[src/rtl/uart_debug_pkg.sv]
`default_nettype none
// ==== uart_debug_pkg : command codes, frame states and baud divider shared by the UART debug bridges (rev 1.0) ====
package uart_debug_pkg;

    typedef enum logic [7:0] {
        CMD_NOP   = 8'h00,
        CMD_READ  = 8'h01,
        CMD_WRITE = 8'h02,
        CMD_RST_A = 8'hFE,
        CMD_RST_D = 8'hFF
    } cmd_t;

    typedef enum logic [2:0] {
        ST_IDLE,
        ST_CMD,
        ST_ADDR,
        ST_DATA,
        ST_RESP,
        ST_DONE
    } state_t;

    // Bit period in clk cycles minus one, clk given in MHz.
    function automatic logic [31:0] calc_div(input int clk_mhz, input int baud);
        return 32'((clk_mhz * 1000000) / baud - 1);
    endfunction

endpackage
`default_nettype wire

[src/rtl/uart_core.sv]
`default_nettype none
// ==== uart_core : 8N1/8N2 UART with valid/ready byte interface (rev 1.0) ====
module uart_core (
    input  logic        clk,
    input  logic        rst_n,
    input  logic [15:0] cfg_div,
    input  logic        cfg_txen,
    input  logic        cfg_rxen,
    input  logic        cfg_nstop,
    input  logic        tx_valid,
    input  logic [7:0]  tx_data,
    output logic        tx_ready,
    output logic        rx_valid,
    output logic [7:0]  rx_data,
    output logic        txd,
    input  logic        rxd
);
    logic        tx_busy;
    logic [15:0] tx_baud;
    logic [3:0]  tx_bitcnt;
    logic [9:0]  tx_shift;

    logic [1:0]  rxd_sync;
    logic        rx_busy;
    logic [15:0] rx_baud;
    logic [3:0]  rx_bitcnt;
    logic [7:0]  rx_shift;

    assign tx_ready = cfg_txen && !tx_busy;
    assign txd      = tx_busy ? tx_shift[0] : 1'b1;

    always_ff @(posedge clk) begin
        if (!rst_n) begin
            tx_busy   <= 1'b0;
            tx_baud   <= '0;
            tx_bitcnt <= '0;
            tx_shift  <= '1;
        end else if (!tx_busy) begin
            if (tx_valid && tx_ready) begin
                tx_shift  <= {1'b1, tx_data, 1'b0};
                tx_bitcnt <= cfg_nstop ? 4'd11 : 4'd10;
                tx_baud   <= cfg_div;
                tx_busy   <= 1'b1;
            end
        end else if (tx_baud != '0) begin
            tx_baud <= tx_baud - 1'b1;
        end else begin
            // Ones shift in behind the frame, so the optional second stop bit is free.
            tx_baud   <= cfg_div;
            tx_shift  <= {1'b1, tx_shift[9:1]};
            tx_bitcnt <= tx_bitcnt - 1'b1;
            if (tx_bitcnt == 4'd1) tx_busy <= 1'b0;
        end
    end

    always_ff @(posedge clk) begin
        if (!rst_n) begin
            rxd_sync  <= 2'b11;
            rx_busy   <= 1'b0;
            rx_baud   <= '0;
            rx_bitcnt <= '0;
            rx_shift  <= '0;
            rx_valid  <= 1'b0;
            rx_data   <= '0;
        end else begin
            rxd_sync <= {rxd_sync[0], rxd};
            rx_valid <= 1'b0;
            if (!rx_busy) begin
                if (cfg_rxen && !rxd_sync[1]) begin
                    rx_busy   <= 1'b1;
                    rx_baud   <= cfg_div >> 1;
                    rx_bitcnt <= '0;
                end
            end else if (rx_baud != '0) begin
                rx_baud <= rx_baud - 1'b1;
            end else begin
                rx_baud   <= cfg_div;
                rx_bitcnt <= rx_bitcnt + 1'b1;
                if (rx_bitcnt == 4'd0 && rxd_sync[1]) begin
                    rx_busy <= 1'b0;    // start bit did not survive to mid-bit: glitch
                end else if (rx_bitcnt == 4'd9) begin
                    rx_busy  <= 1'b0;
                    rx_valid <= rxd_sync[1];
                    rx_data  <= rx_shift;
                end else if (rx_bitcnt != 4'd0) begin
                    rx_shift <= {rxd_sync[1], rx_shift[7:1]};
                end
            end
        end
    end

endmodule
`default_nettype wire

[src/rtl/wb2uart.sv]
`default_nettype none
// ==== wb2uart : Wishbone B4 pipelined slave serialising bus accesses into UART debug frames (rev 1.0) ====
module wb2uart
    import uart_debug_pkg::*;
#(
    parameter int ADDR_BYTE   = 2,
    parameter int DATA_BYTE   = 2,
    parameter int BAUD_RATE   = 115200,
    parameter int CLK_FREQ    = 100,
    parameter int TIMEOUT_CYC = 1000000,
    parameter int AW          = 8 * ADDR_BYTE,
    parameter int DW          = 8 * DATA_BYTE
) (
    input  logic          clk,
    input  logic          rst_n,
    input  logic          enable,
    output logic          uart_txd,
    input  logic          uart_rxd,
    input  logic          rst_a_req,
    input  logic          rst_d_req,
    output logic          busy,
    input  logic          wb_cyc_i,
    input  logic          wb_stb_i,
    input  logic          wb_we_i,
    input  logic [AW-1:0] wb_adr_i,
    input  logic [DW-1:0] wb_dat_i,
    output logic [DW-1:0] wb_dat_o,
    output logic          wb_ack_o,
    output logic          wb_err_o,
    output logic          wb_stall_o
);
    localparam int            MAXB   = (ADDR_BYTE > DATA_BYTE) ? ADDR_BYTE : DATA_BYTE;
    localparam int            CW     = $clog2(MAXB + 1);
    localparam int            TW     = $clog2(TIMEOUT_CYC + 1);
    localparam logic [CW-1:0] A_LAST = CW'(ADDR_BYTE - 1);
    localparam logic [CW-1:0] D_LAST = CW'(DATA_BYTE - 1);
    localparam logic [TW-1:0] T_LAST = TW'(TIMEOUT_CYC - 1);
    localparam logic [31:0]   DIV    = calc_div(CLK_FREQ, BAUD_RATE);

    state_t        state, state_nx;
    cmd_t          cmd;
    logic          we_q;
    logic [AW-1:0] adr_sh;
    logic [DW-1:0] dat_sh;
    logic [DW-1:0] rx_sh, rx_next;
    logic [CW-1:0] cnt;
    logic [TW-1:0] tmo;
    logic          tmo_err;
    logic          pend_a, pend_d;
    logic          tx_valid, tx_ready, rx_valid;
    logic [7:0]    tx_data, rx_data;
    logic          accept, hs, is_rst;

    assign wb_stall_o = (state != ST_IDLE);
    assign accept     = wb_cyc_i && wb_stb_i && !wb_stall_o;
    assign hs         = tx_valid && tx_ready;
    assign is_rst     = (cmd == CMD_RST_A) || (cmd == CMD_RST_D);
    assign busy       = (state != ST_IDLE) || pend_a || pend_d;
    assign wb_ack_o   = (state == ST_DONE) && !tmo_err;
    assign wb_err_o   = (state == ST_DONE) && tmo_err;
    assign wb_dat_o   = (state == ST_DONE && !we_q && !tmo_err) ? rx_sh : '0;

    // Response bytes arrive LSB first, so each one enters at the top.
    generate
        if (DW > 8) begin : g_rx_wide
            assign rx_next = {rx_data, rx_sh[DW-1:8]};
        end else begin : g_rx_narrow
            assign rx_next = rx_data;
        end
    endgenerate

    always_ff @(posedge clk) begin
        if (!rst_n) state <= ST_IDLE;
        else        state <= state_nx;
    end

    always_comb begin
        state_nx = state;
        tx_valid = 1'b0;
        tx_data  = 8'h00;
        case (state)
            ST_IDLE: if (accept || pend_a || pend_d) state_nx = ST_CMD;
            ST_CMD: begin
                tx_valid = 1'b1;
                tx_data  = cmd;
                if (tx_ready) state_nx = is_rst ? ST_IDLE : ST_ADDR;
            end
            ST_ADDR: begin
                tx_valid = 1'b1;
                tx_data  = adr_sh[7:0];
                if (tx_ready && cnt == A_LAST) state_nx = we_q ? ST_DATA : ST_RESP;
            end
            ST_DATA: begin
                tx_valid = 1'b1;
                tx_data  = dat_sh[7:0];
                if (tx_ready && cnt == D_LAST) state_nx = ST_DONE;
            end
            ST_RESP: if ((rx_valid && cnt == D_LAST) || tmo == T_LAST) state_nx = ST_DONE;
            ST_DONE: state_nx = ST_IDLE;
            default: state_nx = ST_IDLE;
        endcase
    end

    always_ff @(posedge clk) begin
        if (!rst_n) begin
            cmd     <= CMD_NOP;
            we_q    <= 1'b0;
            adr_sh  <= '0;
            dat_sh  <= '0;
            rx_sh   <= '0;
            cnt     <= '0;
            tmo     <= '0;
            tmo_err <= 1'b0;
            pend_a  <= 1'b0;
            pend_d  <= 1'b0;
        end else begin
            // Bus request wins over pending remote-reset commands.
            if (state == ST_IDLE) begin
                if (accept) begin
                    cmd    <= wb_we_i ? CMD_WRITE : CMD_READ;
                    we_q   <= wb_we_i;
                    adr_sh <= wb_adr_i;
                    dat_sh <= wb_dat_i;
                    rx_sh  <= '0;
                end else if (pend_a) begin
                    cmd <= CMD_RST_A;
                end else if (pend_d) begin
                    cmd <= CMD_RST_D;
                end
            end
            if (state == ST_ADDR && hs) adr_sh <= adr_sh >> 8;
            if (state == ST_DATA && hs) dat_sh <= dat_sh >> 8;
            if (state == ST_RESP && rx_valid) rx_sh <= rx_next;

            if (state_nx != state)
                cnt <= '0;
            else if (((state == ST_ADDR || state == ST_DATA) && hs) || (state == ST_RESP && rx_valid))
                cnt <= cnt + 1'b1;

            if (state_nx != state || (state == ST_RESP && rx_valid))
                tmo <= '0;
            else if (state == ST_RESP)
                tmo <= tmo + 1'b1;

            // Only the value on the RESP exit cycle matters: set unless the final byte landed.
            if (state == ST_RESP)      tmo_err <= !(rx_valid && cnt == D_LAST);
            else if (state == ST_IDLE) tmo_err <= 1'b0;

            if (state == ST_CMD && hs && cmd == CMD_RST_A) pend_a <= 1'b0;
            if (state == ST_CMD && hs && cmd == CMD_RST_D) pend_d <= 1'b0;
            if (rst_a_req) pend_a <= 1'b1;
            if (rst_d_req) pend_d <= 1'b1;
        end
    end

    uart_core u_uart (
        .clk       (clk),
        .rst_n     (rst_n),
        .cfg_div   (DIV[15:0]),
        .cfg_txen  (enable),
        .cfg_rxen  (enable),
        .cfg_nstop (1'b0),
        .tx_valid  (tx_valid),
        .tx_data   (tx_data),
        .tx_ready  (tx_ready),
        .rx_valid  (rx_valid),
        .rx_data   (rx_data),
        .txd       (uart_txd),
        .rxd       (uart_rxd)
    );

endmodule
`default_nettype wire
[config.mk]
export PLATFORM = sky130hd
export DESIGN_NAME = wb2uart
export DESIGN_NICKNAME = d
export VERILOG_FILES = /design/src/rtl/uart_debug_pkg.sv /design/src/rtl/uart_core.sv /design/src/rtl/wb2uart.sv
export SDC_FILE = /design/constraint.sdc
export NUM_CORES = 1
export LEC_CHECK = 0
export CORE_MARGIN = 4
export CORE_UTILIZATION = 25
export CTS_BUF_LIST = sky130_fd_sc_hd__clkbuf_2
export DETAILED_ROUTE_END_ITERATION = 10
export SLEW_MARGIN = 20
export SYNTH_ARGS = -nofsm -noshare
export SYNTH_HDL_FRONTEND = slang
export SYNTH_SLANG_ARGS = --single-unit
[constraint.sdc]
create_clock -name clk -period 5.6 [get_ports clk]
set_input_delay 1.12 -clock clk [delete_from_list [all_inputs] [get_ports clk]]
set_output_delay 1.12 -clock clk [all_outputs]
set_load 0.03 [all_outputs]
**Yosys cells after proc, flatten, opt, wreduce, memory -nomap -nowiden**

Index checks and enable logic that the tools add are counted.

- Logic and storage cells: 171
- Output and inout port bits: 21
- Register bits: 156
- Bits of input ports: 41

- Add/subtract/negate cells: 6
- Reduce and logical (&&, ||, !) cells: 67
- Bitwise logic cells: 5
- Equal/unequal tests: 14
- Multiplexer cells: 55

Operators by type and width:

| operator | count |
|---|---|
| $mux 16 | 10 |
| $mux 8 | 9 |
| $reduce_bool 16->1 | 2 |
| $sub 16x1->16 const B | 2 |
| $mux 10 | 3 |
| $mux 4 | 6 |
| $pmux 8 s3 | 1 |
| $reduce_bool 2->1 | 11 |
| $add 20x1->20 const B | 1 |
| $eq 20x20->1 const B | 1 |
| $logic_and 1x1->1 | 19 |
| $mux 3 | 6 |
| $mux 1 | 17 |
| $eq 8x8->1 const B | 2 |
| $pmux 3 s5 | 1 |
| $reduce_and 2->1 | 7 |
| $logic_or 1x1->1 | 9 |
| $reduce_or 2->1 | 4 |
| $eq 3x2->1 const B | 2 |
| $eq 3x3->1 const B | 2 |
| $logic_not 1->1 | 6 |
| $reduce_bool 3->1 | 2 |
| $not 1->1 | 5 |
| $reduce_and 5->1 | 1 |
| other kinds (16) | 18 |

**Depth between registers and ports, before layout**

- Depth in word-level cells: 10
- Depth in mapped cells: 8
- Mapped depth without buffers: 7

**By module**

Synthesis repeated with hierarchy kept, for this count alone.

- Cells, all modules: 941
- Area total of the unflattened synthesis: 7,722.4 µm²

Modules (own cells, without submodules):

| module | times used | area an instance (µm²) | cells an instance |
|---|---|---|---|
| uart_core | 1 | 4,008.8 | 478 |
| wb2uart | 1 | 3,713.6 | 463 |

**Worst setup path after synthesis**

Ideal clock, no wire load.

- Path kind: reg2out
- Start point: register state[0]
- End point: output port wb_dat_o[10]
- Buffers on the path: 2
- Data required time: 4.480 ns
- Stages on the path, launching flop included: 7
- Data arrival time: 1.842 ns
- Path slack: 2.638 ns
- Path through: dfxtp_1 > clkbuf_1 > nor2b_1 > nand2_1 > nor3_1 > clkbuf_1 > and2_1

- Longest elaborated chain between the ends: 4

Ends and longest elaborated chain:

| item | line | text |
|---|---|---|
| from (decl) | wb2uart.sv:40 | `state_t state, state_nx;` |
| from (signal assigned) | wb2uart.sv:74 | `else state <= state_nx;` |
| $eq 3x3->1 | wb2uart.sv:61 | `assign wb_dat_o = (state == ST_DONE && !we_q && !tmo_err) ? rx_sh : '0;` |
| $logic_and 1x1->1 (2 in a row) | wb2uart.sv:61 |  |
| $mux 16 | wb2uart.sv:61 |  |
| to (decl) | wb2uart.sv:27 | `output logic [DW-1:0] wb_dat_o,` |

Every way passes these cells.

**Final worst setup path**

- Start point: register state[0]
- End point: output port wb_dat_o[12]

Same word-level chain as after synthesis.

==> reports/qor.csv <==
metric;value;unit
status;complete, no violations;
htree_levels;4;
dieArea;30200;µm²
vias;5881;
cts_num_sinks;150;
synth_top_cells_by_count;dfxtp_1, nand2_1, a21oi_1, nor2_1, clkbuf_1;
critical_path_class;reg2out;
clkTransAtPathRegs;0.24;ns
period_share;0.793;
drv_slew;0;
hold_depth;1;
ios;62;
antenna_found_initial;1;
synthesis.nets;872;
grt_overflow;0;
hold_viol;0;
fp-row-count;60;
grt_usage;0.109;
rsz0062_at_grt;false;
r2r_cells;5;
cts_made_buffers;17;
root_buffer;clkbuf_2;
start_kind;flop;
grt_pass1_vias;5518;
gp_congestion;0.801;
die_w;174;µm
synth_edf_count;0;
setup_tns;0;ns
fin_nets;908;
grt_start_max_net_pins;59;
synthDistinctLibCells;62;
netlist_area;6860;µm²
ys_seq_area_frac;0.437;
setup_violations;0;
clock_latency;0.71;ns
cts_tree;done;
instances_no_fill;1211;
yosys.area.top_type;dfxtp_1;
slew-limit-headroom;0.260;
path_max_fanout;24;
synth_cells;820;
n_fill_cell;2842;
arrival;3.32;ns
ys.flop_type;dfxtp_1;
post_drt_wl_per_cell;13.5;µm
synth.most_common_cell;dfxtp_1;
syn_to_final_growth;16.1;%
placedCellCount;1178;
synth_warnings;0;
ctsHoldBuffers;0;
core;27000;µm²
post-route-min-period;4.44;ns
cp.required;4.48;ns
synth-seq-cells;150;
synth_top_cells_by_area;dfxtp_1, a21oi_1, nand2_1;
skew;0.0355;ns
cts_resized;0;
die_y;174;µm
drv_cap;0;
drcViolationCount;0;
ant_nets;0;
pre_cts_slack;1.83;ns
grt_pass1_wl;27600;µm
io_buffers;61;
final_layout_size_suffix_gt1_frac;0.0656;
post_drt_via_cell_ratio;4.86;
end_kind;output port;
power_density;314;nW/µm²
dr.pass1.iters;4;
ir_worst_vdd;119;µV
clockBufferDepth;2;
setup_ws;1.16;ns
hp-class;reg2reg;
leakage;2.67;nW
fmax;0.225;GHz
async_flop_share;0;
hpwlAfterDp;11200;µm
synth.avg_cell_area;8.37;µm²
initial_utilization;0.255;
worstMarginPinSlew;1.11;ns
dr.first_iter.drc_count;275;
routed_wl;16400;µm
post_cts_buffers;0;
synth_top_area_frac;0.437;
layout by cell type, fill, tap and decap left out, types with 8 or more instances in the layout:
cell type / count
nand2_1: 98
nor4_1: 10
nand2b_1: 9
nor3_1: 38
o221ai_1: 8
inv_1: 25
nor3b_1: 8
dfxtp_1: 150
nor2_1: 62
ha_1: 11
xor2_1: 20
clkbuf_2: 18
a22oi_1: 30
a21oi_1: 80
clkdlybuf4s50_1: 60
nand3_1: 29
and2_1: 20
xnor2_1: 11
or3_1: 10
mux2i_1: 9
nand4_1: 9
or4_1: 10
o21ai_0: 38
routing by layer:
| layer | part of all wire | vias up | track usage | wire length (µm) |
|---|---|---|---|---|
| met5 | 0 | - | 0 | 0 |
| met4 | 0.0093 | 0 | 0.0284 | 153 |
| met3 | 0.039 | 7 | 0.0266 | 647 |
| met2 | 0.45 | 105 | 0.168 | 7320 |
| met1 | 0.50 | 2750 | 0.154 | 8280 |
| li1 | - | 3019 | - | - |
report_power, final:
group,internal [W],total (W),switching (W),leakage (nW)
combinational,0.000248,0.000617,0.000369,1.32
clock,0.000175,0.000604,0.000429,0.135
sequential,0.00117,0.00128,0.000107,1.22
path summary, 6_finish.rpt:
check                          start                 end  slack (ns)
setup / recovery            state[0]        wb_dat_o[12]        1.16
hold / removal    u_uart.rxd_sync[0]  u_uart.rxd_sync[1]        0.44
setup reg to reg      u_uart.rx_busy  u_uart.rx_shift[7]        2.61
hold reg to reg   u_uart.rxd_sync[0]  u_uart.rxd_sync[1]        0.44
worst max-delay path, stage by stage (launching register included):
cell             delay, ns
dfxtp_1               0.83
nor2b_1               0.44
nand2_1               0.13
nor3_1                0.18
buf_4                 0.23
and2_1                0.14
clkdlybuf4s50_1       0.67
registers in the layout, indices dropped and copies added (netlist names), 8 cells and up:
name,cells
rx_sh,16
u_uart.tx_shift,9
u_uart.rx_baud,16
adr_sh,16
dat_sh,16
u_uart.tx_baud,16
tmo,20
u_uart.rx_shift,8
u_uart.rx_data,8
cells by family after synthesis:
family	Yosys count	share of synthesized area
AO/OA/AOI/OAI	202	0.186
multiplexers	10	0.0148
adder cells (fa/ha/maj)	11	0.0201
flip-flops	150	0.437
buffers and inverters	76	0.0458
AND/OR/NAND/NOR	340	0.256
XOR/XNOR	31	0.0396
layout make-up:
type,count,area [µm²],area share
multi-input combinational,594,3560,0.447
sequential,150,3000,0.377
timing repair buffer,67,651,0.0816
tap,341,427,0.0535
clock inverter,14,139,0.0174
inverter,26,97.6,0.0122
clock buffer,18,90.1,0.0113
antenna,1,2.50,0.000314
metrics by stage:
step	hold slack [ns]	util	cell area (µm²)	power, W
after detailed placement	0.393	0.287	7740	0.00192
after CTS	0.444	0.296	7970	0.00253
after floorplan	0.386	-	6860	0.00174
after global routing	0.461	0.296	7970	0.00267
final	0.441	0.296	7970	0.00250
after global placement	0.391	0.287	7740	0.00191
Note: power is estimated with default switching activity, not from simulation.
==> RTL edit 1 (config.mk and constraints unchanged) <==
Encoding of `state_t`: now one-hot (6 bits for 6 states).
--- a/src/rtl/uart_debug_pkg.sv
+++ b/src/rtl/uart_debug_pkg.sv
@@ -11,11 +11,11 @@
     } cmd_t;
 
-    typedef enum logic [2:0] {
-        ST_IDLE,
-        ST_CMD,
-        ST_ADDR,
-        ST_DATA,
-        ST_RESP,
-        ST_DONE
+    typedef enum logic [5:0] {
+        ST_IDLE = 6'b000001,
+        ST_CMD  = 6'b000010,
+        ST_ADDR = 6'b000100,
+        ST_DATA = 6'b001000,
+        ST_RESP = 6'b010000,
+        ST_DONE = 6'b100000
     } state_t;
 
Function: no difference found for any inputs over 10 cycles, from zero or initial values and one cycle with rst_n low; not proved beyond that.
==> RTL edit 1 against the original RTL <==
- worst setup slack worse by 0.047 ns
- design area is 4.5% higher
- count of clock-buffer cells in the layout is 1 lower
- area after synthesis is 4.9% higher
- critical path depth is 1 lower
- highest routed layer unchanged
- cell count is 6.6% higher
- synthesized cell count is 5.7% higher
- total power is 10% lower
- utilization is 0.091 points higher
- worst hold slack better by 0.0035 ns
- sequential cell count is 3 higher
- combinational power is 39% lower
- routed wire length is 7.0% higher
- clock skew is 0.0067 ns higher
==> RTL edit 1: results (changes against the original RTL) <==
stage,metric,value,unit,change
route,vias_per_cell,4.805,,-1.1%
route,first_pass_iters,6,,+2
worst_setup_path,worstPathArrival,3.37,ns,+0.05 ns
yosys,synth-compound-area-share,16.72,%,-1.9 points
yosys,synth_nets,919,,+5.4%
placed_design,pre_cts_ws,1.499,ns,-0.3341 ns
finish,buf_share,7.599,%,-0.56 points
worst_setup_path,cpPeakStageDelay,0.68,ns,-0.15 ns
pwr,switchingPower,0.7267,mW,-20%
placed_design,place_area,0.008060,mm^2,+4.2%
die,rows,61,,+1.7%
global_route,globalRouteMet2Util,18.04,%,+1.2 points
placed_design,hpwl,12.13,mm,+8.1%
yosys,synth_cell_types,66,,+6.5%
finish,nMultiInputCombCells,645,,+8.6%
route,wl_met3,580,um,-10%
yosys,synth_fa_ha_area_share,1.912,%,-0.093 points
worst_setup_path,crit_path_max_fanout,16,,-33%
cts,insertion_delay,0.74,ns,+0.03 ns
global_route,grt_pass1_wl,29.38,mm,+6.3%
global_route,grt_pass1_vias,6011,,+8.9%
finish,clkCellAreaFrac,3.169,%,+0.30 points
finish,signal_buffers,64,,-4.5%
finish,inverters,18,,-31%
yosys,synthTopCellsByCount,"153 x dfxtp_1, 136 x nand2_1, 80 x nor2_1, 75 x a21oi_1, 56 x nand3_1",,
finish,utilization,29.66,%,+0.091 points
global_route,grt_use_total,11.24,%,+0.31 points
placed_design,placed_cells,1258,,+6.8%
pwr,p_clk_share,30.0,%,+5.8 points
pwr,swShare,32.47,%,-3.7 points
cts,clock_sinks,153,,+2.0%
yosys,ys_seq_area_share,42.55,%,-1.2 points
pwr,ir_worst_vdd,0.1149,mV,-3.7%
run_status,outcome,finished clean,,
worst_setup_path,critPathSlowestCell,clkdlybuf4s50_1,,
finish,multi_input_area_share,45.95,%,+1.3 points
pwr,p_leak,2.828,nW,+5.8%
global_route,grt_use_met1,14.88,%,-0.51 points
finish,layout.nets,951,,+4.7%
route,post_drt_wl_per_cell,13.60,um,+0.41%
finish,fill_cells,3084,,+8.5%
route,vias,6203,,+5.5%
[RTL edit 1: logic make-up (layout without fill, tap and decap cells)]
group / after synthesis / after routing
multiplexers: 14 / 14
AND/OR/NAND/NOR: 406 / 406
other: 0 / 1
adder cells (fa/ha/maj): 11 / 11
flip-flops: 153 / 153
buffers and inverters: 69 / 114
XOR/XNOR: 34 / 34
AO/OA/AOI/OAI: 180 / 180
[RTL edit 1: final timing paths]
check / from / to / slack (ns) / cells past startpoint
setup / recovery: state[1] / wb_dat_o[15] / 1.11 / 5
hold / removal: u_uart.rxd_sync[0] / u_uart.rxd_sync[1] / 0.44 / 1
setup reg to reg: state[3] / dat_sh[1] / 2.80 / 5
hold reg to reg: u_uart.rxd_sync[0] / u_uart.rxd_sync[1] / 0.44 / 1
[RTL edit 1: worst max-delay path, delay by kind of cell, from the launching register on]
kind / cells / cell delay (ns)
buffers and inverters: 1 / 0.68
flip-flops: 1 / 0.47
AND/OR/NAND/NOR: 4 / 1.51
==> RTL edit 2 (config.mk and constraints unchanged) <==
Made on the original files. Set the parameter `ADDR_BYTE` to 4 (it was 2).
--- a/src/rtl/wb2uart.sv
+++ b/src/rtl/wb2uart.sv
@@ -4,5 +4,5 @@
     import uart_debug_pkg::*;
 #(
-    parameter int ADDR_BYTE   = 2,
+    parameter int ADDR_BYTE   = 4,
     parameter int DATA_BYTE   = 2,
     parameter int BAUD_RATE   = 115200,
Interface: changed (resized wb_adr_i); port bits go from 62 to 78. The function was not compared with the original's and may differ.
==> RTL edit 2 against the original RTL <==
- critical endpoint is now wb_dat_o[7]
- design area up 13%
- combinational power up 19%
- sequential share of layout area down 0.43 points
- via count up 13%
- routed wire length up 14%
- area after synthesis up 11%
- highest routed layer unchanged
- largest power group unchanged
- total power up 13%
- sequential cell count up 17
- worst setup slack worse by 0.24 ns
- clock skew up 0.011 ns
==> RTL edit 2: results (changes against the original RTL) <==
stage,metric,value,unit,change
run_status,outcome,finished clean,,
placed_design,hpwl,12.87,mm,+15%
yosys,syn_avg_cell_area,8.302,um^2,-0.82%
cts,numCtsBuffers,17,,unchanged
finish,top_regs,"adr_sh: 32 flops, tmo: 20 flops",,
global_route,antenna_found_initial,1,,unchanged
global_route,grt_use_total,11.32,%,+0.39 points
cts,htree_levels,4,,unchanged
worst_setup_path,worstPathArrival,3.56,ns,+0.24 ns
route,first_iter_violations,447,,+63%
min_path,min_path_type,reg2reg,,
yosys,synth_nets,991,,+14%
timing,relSlewSlack,30.36,%,+4.4 points
yosys,synthTopCellsByCount,"167 x dfxtp_1, 148 x nand2_1, 113 x nor2_1, 54 x a21oi_1, 38 x clkbuf_1",,
yosys,yosys_warnings,0,,unchanged
route,post_drt_wl_per_cell,13.67,um,+0.96%
global_route,grt_pass1_wl,31.68,mm,+15%
placed_design,place.port_buffers,77,,+26%
cts,cts_buffer_depth,2,,unchanged
pwr,ir_worst_vdd,0.1232,mV,+3.3%
cts,post_cts_resized,0,,unchanged
yosys,ys_seq_area_share,43.72,%,about the same
route,vias_per_cell,4.841,,-0.31%
pwr,p_leak,3.087,nW,+16%
pwr,switchingPower,1.058,mW,+17%
worst_setup_path,crit_path_max_fanout,26,,+8.3%
yosys,synthTopCellsByArea,"dfxtp_1 44%, nand2_1 7.3%, nor2_1 5.5%",,
cts,post-cts-setup-buffers,0,,unchanged
yosys,async_reset_ff_share,0,%,unchanged
timing,tns,0,ns,unchanged
timing,fin_skew,0.04602,ns,+0.01053 ns
cts,insertion_delay,0.77,ns,+0.06 ns
yosys,synth_cell_types,65,,+4.8%
global_route,grt_max_degree,96,,+63%
placed_design,placed_cells,1339,,+14%
timing,drv_slew,0,,unchanged
worst_setup_path,critPathSlowestCell,dfxtp_1,,
route,first_pass_iters,5,,+1
cts,clk_pin_slew,0.28,ns,+0.04 ns
worst_setup_path,cpPeakStageDelay,0.96,ns,+0.13 ns
placed_design,place.gp.congestion,0.8158,,+1.8%
global_route,grt_pass1_vias,6380,,+16%
finish,drive_gt1_share,6.932,%,+0.37 points
finish,layout.nets,1038,,+14%
route,totalWireLength,18.76,mm,+14%
cts,cts-root-buf,clkbuf_2,,
## RTL edit 2: cell count changes in the layout (fill, tap and decap cells not counted), sizes merged, moves of 8 or more
cell           before  now
a21oi              80   54
a311oi              4   29
clkdlybuf4s50      60   77
dfxtp             150  167
mux2                1    9
mux2i               9   17
nand2              98  148
nand3              29   37
nor2               62  114
nor3               39   31
o21ai              40   18
o221ai              8    0
or4                11    3
## RTL edit 2: kinds of logic (layout without fill, tap and decap cells)
group	Yosys count	count (layout)	synth area share [%]
AND/OR/NAND/NOR	434	434	27.51
AO/OA/AOI/OAI	176	176	15.63
flip-flops	167	167	43.72
buffers and inverters	74	134	3.911
XOR/XNOR	31	31	3.551
multiplexers	26	26	3.551
adder cells (fa/ha/maj)	13	13	2.127
other	0	1	0
## RTL edit 2: final timing paths
kind	from	end	slack, ns	cells after the start
worst max-delay path	state[0]	wb_dat_o[7]	0.92	4
worst min-delay path	u_uart.rxd_sync[0]	u_uart.rxd_sync[1]	0.45	1
worst max register to register	state[0]	tmo[7]	2.70	4
worst min register to register	u_uart.rxd_sync[0]	u_uart.rxd_sync[1]	0.45	1
## RTL edit 2: layout make-up
cell class,count,area (um^2)
fillers,3195,20900
multi-input cells,680,4013
flip-flops and latches,167,3343
repair buffers,83,815.8
well taps,390,488.0
clock inverters,15,156.4
clock buffers,17,85.08
inverters,19,71.32
diodes,1,2.502
## RTL edit 2: power by group through the flow
stage	Clock [mW]	Sequential, mW	Combinational (mW)
6_report	0.650	1.43	0.732
5_1_grt	0.725	1.46	0.840
4_1_cts	0.679	1.43	0.739
3_5_place_dp	0	1.46	0.735
3_3_place_gp	0	1.45	0.723
2_1_floorplan	0	1.41	0.583
## RTL edit 2: per-layer routing
layer	global-route usage [%]	part of all wire (%)	wire length, um
met1	15.86	49	9225
met3	2.479	3.9	737
met4	3.188	1.3	250
met2	17.63	46	8549
met5	0	0	0
## RTL edit 2: critical path, delay by kind of cell (launching register included)
family	cells	cell delay (ns)
and+or+nand+nor	3	1.15
DFF	1	0.96
buffers and inverters	1	0.67
## RTL edit 2: stage by stage
stage	cell area [um^2]	worst slack, ns
2_1_floorplan	7646	2.222
3_3_place_gp	8728	1.461
3_5_place_dp	8728	1.321
4_1_cts	8970	0.3752
5_1_grt	8975	0.5134
6_report	8975	0.9190
